--- src/rtl/mips_ctrl_pkg.sv ---
// Shared constants and types for the multicycle MIPS main control FSM:
// opcodes, state encodings, datapath mux codes and the decoded control vector.
package mips_ctrl_pkg;

    localparam logic [5:0] OP_RTYPE = 6'b000000;
    localparam logic [5:0] OP_LW    = 6'b100011;
    localparam logic [5:0] OP_SW    = 6'b101011;
    localparam logic [5:0] OP_BEQ   = 6'b000100;
    localparam logic [5:0] OP_ADDI  = 6'b001000;
    localparam logic [5:0] OP_J     = 6'b000010;

    typedef enum logic [3:0] {
        S_FETCH  = 4'd0,
        S_DECODE = 4'd1,
        S_MEMADR = 4'd2,
        S_MEMRD  = 4'd3,
        S_MEMWB  = 4'd4,
        S_MEMWR  = 4'd5,
        S_EXEC   = 4'd6,
        S_RWB    = 4'd7,
        S_BRANCH = 4'd8,
        S_ADDIEX = 4'd9,
        S_ADDIWB = 4'd10,
        S_JUMP   = 4'd11
    } state_t;

    localparam logic [1:0] SRCB_REG      = 2'b00;
    localparam logic [1:0] SRCB_FOUR     = 2'b01;
    localparam logic [1:0] SRCB_SEXT     = 2'b10;
    localparam logic [1:0] SRCB_SEXT_SH2 = 2'b11;

    localparam logic [1:0] ALUOP_ADD   = 2'b00;
    localparam logic [1:0] ALUOP_SUB   = 2'b01;
    localparam logic [1:0] ALUOP_FUNCT = 2'b10;

    localparam logic [1:0] PCSRC_ALU    = 2'b00;
    localparam logic [1:0] PCSRC_ALUOUT = 2'b01;
    localparam logic [1:0] PCSRC_JUMP   = 2'b10;

    // pc_write and ir_write are raw here; the top gates them with mem_ready.
    typedef struct packed {
        logic       pc_write;
        logic       pc_write_cond;
        logic       i_or_d;
        logic       mem_read;
        logic       mem_write;
        logic       ir_write;
        logic       mem_to_reg;
        logic       reg_dst;
        logic       reg_write;
        logic       alu_src_a;
        logic [1:0] alu_src_b;
        logic [1:0] alu_op;
        logic [1:0] pc_source;
    } ctrl_t;

    function automatic logic is_legal_op(input logic [5:0] op);
        return (op == OP_RTYPE) || (op == OP_LW) || (op == OP_SW) ||
               (op == OP_BEQ) || (op == OP_ADDI) || (op == OP_J);
    endfunction

endpackage

--- src/rtl/mips_multicycle_ctrl_if.sv ---
// Control bus between the main FSM (master) and the multicycle datapath (slave).
interface mips_multicycle_ctrl_if;
    import mips_ctrl_pkg::*;

    logic [5:0] opcode;
    logic       zero;
    logic       mem_ready;
    logic       pc_en;
    logic       i_or_d;
    logic       mem_read;
    logic       mem_write;
    logic       ir_write;
    logic       mem_to_reg;
    logic       reg_dst;
    logic       reg_write;
    logic       alu_src_a;
    logic [1:0] alu_src_b;
    logic [1:0] alu_op;
    logic [1:0] pc_source;
    logic [3:0] state;
    logic       illegal_op;

    modport master (
        input  opcode, zero, mem_ready,
        output pc_en, i_or_d, mem_read, mem_write, ir_write, mem_to_reg,
               reg_dst, reg_write, alu_src_a, alu_src_b, alu_op, pc_source,
               state, illegal_op
    );

    modport slave (
        output opcode, zero, mem_ready,
        input  pc_en, i_or_d, mem_read, mem_write, ir_write, mem_to_reg,
               reg_dst, reg_write, alu_src_a, alu_src_b, alu_op, pc_source,
               state, illegal_op
    );

endinterface

--- src/rtl/mips_ctrl_outdec.sv ---
// Pure combinational Moore decode: current state -> raw datapath control vector.
module mips_ctrl_outdec
    import mips_ctrl_pkg::*;
(
    input  state_t state,
    output ctrl_t  ctrl
);

    always_comb begin
        ctrl = '0;
        case (state)
            S_FETCH: begin
                ctrl.mem_read  = 1'b1;
                ctrl.ir_write  = 1'b1;
                ctrl.pc_write  = 1'b1;
                ctrl.alu_src_b = SRCB_FOUR;
                ctrl.alu_op    = ALUOP_ADD;
                ctrl.pc_source = PCSRC_ALU;
            end
            // Branch target is precomputed while the opcode is being decoded.
            S_DECODE: ctrl.alu_src_b = SRCB_SEXT_SH2;
            S_MEMADR, S_ADDIEX: begin
                ctrl.alu_src_a = 1'b1;
                ctrl.alu_src_b = SRCB_SEXT;
            end
            S_MEMRD: begin
                ctrl.mem_read = 1'b1;
                ctrl.i_or_d   = 1'b1;
            end
            S_MEMWB: begin
                ctrl.reg_write  = 1'b1;
                ctrl.mem_to_reg = 1'b1;
            end
            S_MEMWR: begin
                ctrl.mem_write = 1'b1;
                ctrl.i_or_d    = 1'b1;
            end
            S_EXEC: begin
                ctrl.alu_src_a = 1'b1;
                ctrl.alu_src_b = SRCB_REG;
                ctrl.alu_op    = ALUOP_FUNCT;
            end
            S_RWB: begin
                ctrl.reg_write = 1'b1;
                ctrl.reg_dst   = 1'b1;
            end
            S_BRANCH: begin
                ctrl.alu_src_a     = 1'b1;
                ctrl.alu_src_b     = SRCB_REG;
                ctrl.alu_op        = ALUOP_SUB;
                ctrl.pc_source     = PCSRC_ALUOUT;
                ctrl.pc_write_cond = 1'b1;
            end
            S_ADDIWB: ctrl.reg_write = 1'b1;
            S_JUMP: begin
                ctrl.pc_write  = 1'b1;
                ctrl.pc_source = PCSRC_JUMP;
            end
            default: ctrl = '0;
        endcase
    end

endmodule

--- src/rtl/mips_multicycle_ctrl.sv ---
// Multicycle MIPS main control: state register, next-state logic with
// mem_ready stalls, illegal-opcode pulse and mem_ready/zero gating of PC/IR loads.
module mips_multicycle_ctrl
    import mips_ctrl_pkg::*;
(
    input  logic                   clk,
    input  logic                   rst_n,
    mips_multicycle_ctrl_if.master bus
);

    state_t state_reg, state_next;
    logic   illegal_reg, illegal_next;
    ctrl_t  ctrl;
    logic   mem_gate;

    always_comb begin
        state_next   = S_FETCH;
        illegal_next = 1'b0;
        case (state_reg)
            S_FETCH:  state_next = bus.mem_ready ? S_DECODE : S_FETCH;
            S_DECODE: begin
                case (bus.opcode)
                    OP_LW, OP_SW: state_next = S_MEMADR;
                    OP_RTYPE:     state_next = S_EXEC;
                    OP_BEQ:       state_next = S_BRANCH;
                    OP_ADDI:      state_next = S_ADDIEX;
                    OP_J:         state_next = S_JUMP;
                    default:      state_next = S_FETCH;
                endcase
                illegal_next = !is_legal_op(bus.opcode);
            end
            S_MEMADR: state_next = (bus.opcode == OP_LW) ? S_MEMRD : S_MEMWR;
            S_MEMRD:  state_next = bus.mem_ready ? S_MEMWB : S_MEMRD;
            S_MEMWR:  state_next = bus.mem_ready ? S_FETCH : S_MEMWR;
            S_EXEC:   state_next = S_RWB;
            S_ADDIEX: state_next = S_ADDIWB;
            default:  state_next = S_FETCH;
        endcase
    end

    always_ff @(posedge clk or negedge rst_n) begin
        if (!rst_n) begin
            state_reg   <= S_FETCH;
            illegal_reg <= 1'b0;
        end else begin
            state_reg   <= state_next;
            illegal_reg <= illegal_next;
        end
    end

    mips_ctrl_outdec u_outdec (
        .state (state_reg),
        .ctrl  (ctrl)
    );

    // Only FETCH asserts the raw IR/PC loads unconditionally, so gating there covers the stall.
    assign mem_gate = (state_reg != S_FETCH) || bus.mem_ready;

    assign bus.pc_en      = (ctrl.pc_write && mem_gate) || (ctrl.pc_write_cond && bus.zero);
    assign bus.ir_write   = ctrl.ir_write && mem_gate;
    assign bus.i_or_d     = ctrl.i_or_d;
    assign bus.mem_read   = ctrl.mem_read;
    assign bus.mem_write  = ctrl.mem_write;
    assign bus.mem_to_reg = ctrl.mem_to_reg;
    assign bus.reg_dst    = ctrl.reg_dst;
    assign bus.reg_write  = ctrl.reg_write;
    assign bus.alu_src_a  = ctrl.alu_src_a;
    assign bus.alu_src_b  = ctrl.alu_src_b;
    assign bus.alu_op     = ctrl.alu_op;
    assign bus.pc_source  = ctrl.pc_source;
    assign bus.state      = state_reg;
    assign bus.illegal_op = illegal_reg;

endmodule

--- src/flat_wrapper.sv ---
// flat-port wrapper written by rule: the top's interface ports become plain ports
module mips_multicycle_ctrl_flat import mips_ctrl_pkg::*;
  (clk, rst_n, bus_opcode, bus_zero, bus_mem_ready, bus_pc_en, bus_i_or_d, bus_mem_read, bus_mem_write, bus_ir_write, bus_mem_to_reg, bus_reg_dst, bus_reg_write, bus_alu_src_a, bus_alu_src_b, bus_alu_op, bus_pc_source, bus_state, bus_illegal_op);
  mips_multicycle_ctrl_if bus_i ();
  input  logic clk;
  input  logic rst_n;
  input wire logic [$bits(bus_i.opcode)-1:0] bus_opcode;
  input wire logic [$bits(bus_i.zero)-1:0] bus_zero;
  input wire logic [$bits(bus_i.mem_ready)-1:0] bus_mem_ready;
  output wire logic [$bits(bus_i.pc_en)-1:0] bus_pc_en;
  output wire logic [$bits(bus_i.i_or_d)-1:0] bus_i_or_d;
  output wire logic [$bits(bus_i.mem_read)-1:0] bus_mem_read;
  output wire logic [$bits(bus_i.mem_write)-1:0] bus_mem_write;
  output wire logic [$bits(bus_i.ir_write)-1:0] bus_ir_write;
  output wire logic [$bits(bus_i.mem_to_reg)-1:0] bus_mem_to_reg;
  output wire logic [$bits(bus_i.reg_dst)-1:0] bus_reg_dst;
  output wire logic [$bits(bus_i.reg_write)-1:0] bus_reg_write;
  output wire logic [$bits(bus_i.alu_src_a)-1:0] bus_alu_src_a;
  output wire logic [$bits(bus_i.alu_src_b)-1:0] bus_alu_src_b;
  output wire logic [$bits(bus_i.alu_op)-1:0] bus_alu_op;
  output wire logic [$bits(bus_i.pc_source)-1:0] bus_pc_source;
  output wire logic [$bits(bus_i.state)-1:0] bus_state;
  output wire logic [$bits(bus_i.illegal_op)-1:0] bus_illegal_op;
  assign bus_i.opcode = bus_opcode;
  assign bus_i.zero = bus_zero;
  assign bus_i.mem_ready = bus_mem_ready;
  assign bus_pc_en = bus_i.pc_en;
  assign bus_i_or_d = bus_i.i_or_d;
  assign bus_mem_read = bus_i.mem_read;
  assign bus_mem_write = bus_i.mem_write;
  assign bus_ir_write = bus_i.ir_write;
  assign bus_mem_to_reg = bus_i.mem_to_reg;
  assign bus_reg_dst = bus_i.reg_dst;
  assign bus_reg_write = bus_i.reg_write;
  assign bus_alu_src_a = bus_i.alu_src_a;
  assign bus_alu_src_b = bus_i.alu_src_b;
  assign bus_alu_op = bus_i.alu_op;
  assign bus_pc_source = bus_i.pc_source;
  assign bus_state = bus_i.state;
  assign bus_illegal_op = bus_i.illegal_op;
  mips_multicycle_ctrl u_core (.clk(clk), .rst_n(rst_n), .bus(bus_i));
endmodule
--- config.mk ---
export PLATFORM = sky130hd
export DESIGN_NAME = mips_multicycle_ctrl_flat
export DESIGN_NICKNAME = d
export VERILOG_FILES = /design/src/rtl/mips_ctrl_pkg.sv /design/src/rtl/mips_multicycle_ctrl_if.sv /design/src/rtl/mips_ctrl_outdec.sv /design/src/rtl/mips_multicycle_ctrl.sv /design/src/flat_wrapper.sv
export SDC_FILE = /design/constraint.sdc
export NUM_CORES = 1
export LEC_CHECK = 0
export ABC_AREA = 1
export CORE_UTILIZATION = 34
export DETAILED_ROUTE_END_ITERATION = 8
export MAX_ROUTING_LAYER = met4
export PLACE_DENSITY = 0.74
export REMOVE_ABC_BUFFERS = 1
export SLEW_MARGIN = 20
export SYNTH_ARGS = -nofsm -noshare
export SYNTH_HDL_FRONTEND = slang
export SYNTH_SLANG_ARGS = --single-unit
--- constraint.sdc ---
create_clock -name clk -period 1.1 [get_ports clk]
set_clock_uncertainty 0.05 [all_clocks]
set_input_delay 0.11 -clock clk [delete_from_list [all_inputs] [get_ports clk]]
set_output_delay 0.11 -clock clk [all_outputs]
set_load 0.03 [all_outputs]
## After elaboration in Yosys (flattened, before gate mapping)

Index checks and enable logic that the tools add are counted.

- Equality and inequality tests: 16
- Muxes and demuxes: 20
- Reduce and logical (&&, ||, !) cells: 21

Operator list:

| cell | count |
|---|---|
| $pmux 4 s7 | 1 |
| $pmux 4 s5 | 1 |
| $eq 4x3->1 const B | 4 |
| $eq 4x4->1 const B | 4 |
| $eq 6x6->1 const B | 2 |
| $mux 1 | 12 |
| $reduce_or 2->1 | 5 |
| $mux 3 | 3 |
| $eq 4x2->1 const B | 2 |
| $pmux 2 s2 | 2 |
| $logic_or 1x1->1 | 7 |
| $eq 6x2->1 const B | 1 |
| $eq 6x3->1 const B | 1 |
| $eq 6x4->1 const B | 1 |
| $logic_not 6->1 | 1 |
| $pmux 2 s3 | 1 |
| $eq 4x1->1 const B | 1 |
| $logic_not 4->1 | 1 |
| $reduce_bool 4->1 | 1 |
| $reduce_or 4->1 | 1 |
| $logic_and 1x1->1 | 3 |
| $reduce_or 3->1 | 1 |
| $logic_not 1->1 | 1 |

- Register bits after elaboration: 5
- Input port bits: 10
- Output and inout bits: 20
- Logic and storage cells: 59

## Depth between registers and ports, before layout

- Word-level depth: 8
- Mapped depth: 7
- Mapped depth without buffers: 7

## Modules after synthesis

Synthesis repeated with hierarchy kept, for this count alone.

- Cell total of the unflattened synthesis: 111
- Area total of the unflattened synthesis: 605.6 µm²

By module, submodules not included:

| module | instances | cells an instance | area each (µm²) | seq. area each (µm²) |
|---|---|---|---|---|
| mips_multicycle_ctrl | 1 | 73 | 436.7 | 125.1 |
| mips_ctrl_outdec | 1 | 38 | 168.9 | 0.0 |

## Least setup slack after synthesis

OpenSTA, ideal clock, no wires.

- Kind: reg-to-output
- Start point: reg u_core.state_reg[2] (netlist: u_core.bus.state[2])
- End point: out bus_reg_write
- Arrival time: 1.667 ns
- Data required time: 0.940 ns
- Path slack: -0.727 ns
- Cell stages (with the launch flop): 7
- Path buffers: 0
- Path through: dfrtp_1 inv_1 nor2_2 inv_1 nor2_1 nor2_1 o31ai_1

- Longest elaborated chain between the ends: 3
- Elaborated cells between the ends (all ways): 5
- Those cells by class: eq/ne: 3; mux: 1; reduce/logical: 1

RTL lines:

| element | RTL line | text |
|---|---|---|
| start, declared | mips_multicycle_ctrl.sv:11 | `state_t state_reg, state_next;` |
| start signal, assigned | mips_multicycle_ctrl.sv:46 | `state_reg <= state_next;` |
| $eq 4x4->1 / $eq 4x3->1 (equally long branches) | mips_ctrl_outdec.sv:11 | `case (state)` |
| $reduce_or 3->1 (no source line) (*) | n/a |  |
| $mux 1 (*) | mips_ctrl_outdec.sv:11 |  |
| end, declared | flat_wrapper.sv:17 | `output wire logic [$bits(bus_i.reg_write)-1:0] bus_reg_write;` |

Every way passes the cells marked *; elsewhere a longest branch is shown, timed or not.

## Final worst setup path

- Start point: reg u_core.state_reg[1] (netlist: u_core.bus.state[1])
- End point: out bus_alu_src_a

- Longest elaborated chain between the ends: 3
- Elaborated cells between the ends (all ways): 6
- Those cells by class: eq/ne: 4; mux: 1; reduce/logical: 1

RTL lines:

| element | RTL line | text |
|---|---|---|
| $eq 4x4->1 (tied with other cells) | mips_ctrl_outdec.sv:11 |  |
| $reduce_or 4->1 (no source line) (*) | n/a |  |
| $mux 1 (*) | mips_ctrl_outdec.sv:11 |  |
| end, declared | flat_wrapper.sv:18 | `output wire logic [$bits(bus_i.alu_src_a)-1:0] bus_alu_src_a;` |

Marks and branches as above.

==> reports/qor.yml <==
routing:
  ant_nets: 0
  drt_iter0_markers: 28
  wl_per_cell_um: 14.27
  vias_per_cell: 5.105
  route.detailed.drc: 0
  vias: 873
  first_pass_iters: 4
  wl_mm: 2.441
final_layout:
  drive_gt1_frac: 0.6194
  final_area_um2: 1265
  final_net_count: 166
  layout_commonest_cell: "buf_4"
  mostFrequentLayoutCells: "buf_4, buf_6, nor2_1, nand3_1, nand2_1"
  final_util: 0.8300
  area_growth_syn_to_layout_pct: 125.7
  largest_reg_flops: 4
  fin_cells: 171
  antenna_cells: 0
job:
  max-cap-violations: 0
cts:
  clk_pin_slew_worst_paths_ns: 0.05
  ctsHoldBuffers: 0
  clock_sinks: 5
  numCtsBuffers: 3
  htree_levels: 1
  cts_root_buf: "clkbuf_4"
  cts_buffer_depth: 2
  insertion_delay_ns: 0.26
  cts_tree: "yes"
logic_synthesis:
  yosys-mux-area-fraction: 0
  synthAdderAreaFrac: 0
  synth_top_family_by_area: "simple AND/OR/NAND/NOR gates"
  yosysWarningCount: 0
  ys_async_sr_fraction: 1.000
  yosys.area.top_type_share: 0.2232
  ys.flop_type: "dfrtp_1"
  synth.avg_cell_area_um2: 6.093
  synth_area_um2: 560.5
  synth.distinct_cells: 19
  seq_area_frac_synth: 0.2232
  ys_top_cells_by_area: "dfrtp_1, nor2_1, nand2_1, nand3_1, inv_1"
  synth_compound_area_frac: 0.04018
  synth_cells: 92
  yosys.area_share.xor_xnor: 0
  synth.ff_latch_count: 5
  yosys.area.top_type: "dfrtp_1"
  synth_simple_gate_area_frac: 0.6183
  synth_edf_count: 0
global_route:
  grt_max_degree: 6
  grt_pass1_wl_mm: 3.098
  grtUsageTotal: 0.2395
  overflow: 0
  grt_pass1_vias: 758
  antenna_found_initial: 0
pwr:
  leakage_nw: 0.6750
  ir_drop_mv: 0.8890
  power_mw: 1.754
  power_density_nw_per_um2: 1387
place:
  port_buffers: 29
  placedCellCount: 149
  place_ws_ns: -0.2138
  place_congestion: 0.8346
  post-dp-hpwl_mm: 1.315
  place_area_um2: 910.9
floorplanning:
  core_um2: 1524
  die-area_um2: 1815
  die_h_um: 42.61
  die_w_um: 42.61
  floorplan.initialDensity: 0.3678
  io_pins: 30
  core.rowCount: 14
setup_path:
  start_kind: "register"
  crit_type: "register to primary output"
  crit_buf_inv: 2
  crit_path_end_kind: "primary output"
  path_cells: "inv_2 -> nor2_2 -> nand2_1 -> nand3b_1 -> buf_4"
  cp.required_ns: 0.94
  critPathTopFamily: "simple AND/OR/NAND/NOR gates"
  critPathMaxStageDelay_ns: 0.41
  arrival_ns: 1.48
  cp_max_fo: 4
  ff2ff_setup_slack_ns: -0.26
  cp_slowest_cell: "dfrtp_1"
timing:
  finalSetupTns_ns: -7.521
  rsz0062_at_grt: "true"
  worst_slew_pin_slew_ns: 0.3012
  setup_viol: 24
  setup_ws_ns: -0.5390
  hold_viol_final: 0
  post-route-period-util: 1.490
  slew_headroom: 0.7990
  period_needed_ns: 1.639
  maxSlewViolCount: 0
  fmax_ghz: 0.6101
  whs_ns: 0.02394
min_path:
  worstHoldPathType: "input port to asynchronous set/reset pin"
run_status:
  status: "finished with violations"
  violations: "negative setup slack"
-- cells in the mapped netlist, types with 2 or more instances --
cell type / instances
nor2_2: 5
nand2_2: 2
nand3_1: 11
inv_1: 11
o21ai_0: 2
nand2_4: 2
nor2_1: 20
nand3b_1: 2
nand3_2: 2
dfrtp_1: 5
nand2_1: 18
inv_2: 5
-- cell type report --
type                    instances  area (µm²)
clock buffers                   4       26.28
fillers                        91       259.0
inverters                      17       68.82
multi-input cells              70       469.2
flip-flops and latches          5       128.9
well taps                      16       20.02
repair buffers                 59       551.8
-- path summary, 6_finish.rpt --
path	start	to	cells after the start
max	u_core.bus.state[1]$_DFF_PN0_	bus_alu_src_a	5
min	rst_n	u_core.bus.state[3]$_DFF_PN0_	1
max reg2reg	u_core.bus.state[3]$_DFF_PN0_	u_core.bus.state[2]$_DFF_PN0_	7
min reg2reg	u_core.bus.state[0]$_DFF_PN0_	u_core.bus.state[2]$_DFF_PN0_	4
max in group asynchronous	rst_n	u_core.bus.state[0]$_DFF_PN0_	1
min in group clk	bus_opcode[4]	u_core.bus.state[2]$_DFF_PN0_	4
-- repair_timing --
| item | in CTS | in global routing |
|---|---|---|
| setup endpoints to repair | 24 | 24 |
| setup buffers | 12 | 7 |
| pin swaps | 15 | 15 |
| hold endpoints to repair | 0 | 0 |
| resized for setup | 30 | 30 |
-- power breakdown --
group	total, mW	switching, mW	internal (mW)
clock	0.235	0.0962	0.138
combinational	1.25	0.675	0.576
sequential	0.268	0.0486	0.220
-- layer usage --
layer,vias to the layer above,share of wire,GRT usage,wire length [µm]
met3,8,0.052,0.03879,126
met4,0,0.039,0.1188,95
met2,42,0.54,0.4615,1325
met1,411,0.37,0.2228,893
met5,-,0,-,0
li1,412,-,-,-
-- kinds of logic after synthesis --
logic type / after synthesis
AOI/OAI and AO/OA: 4
buffers and inverters: 17
DFF: 5
and+or+nand+nor: 66
Note: power is estimated with default switching activity, not from simulation.
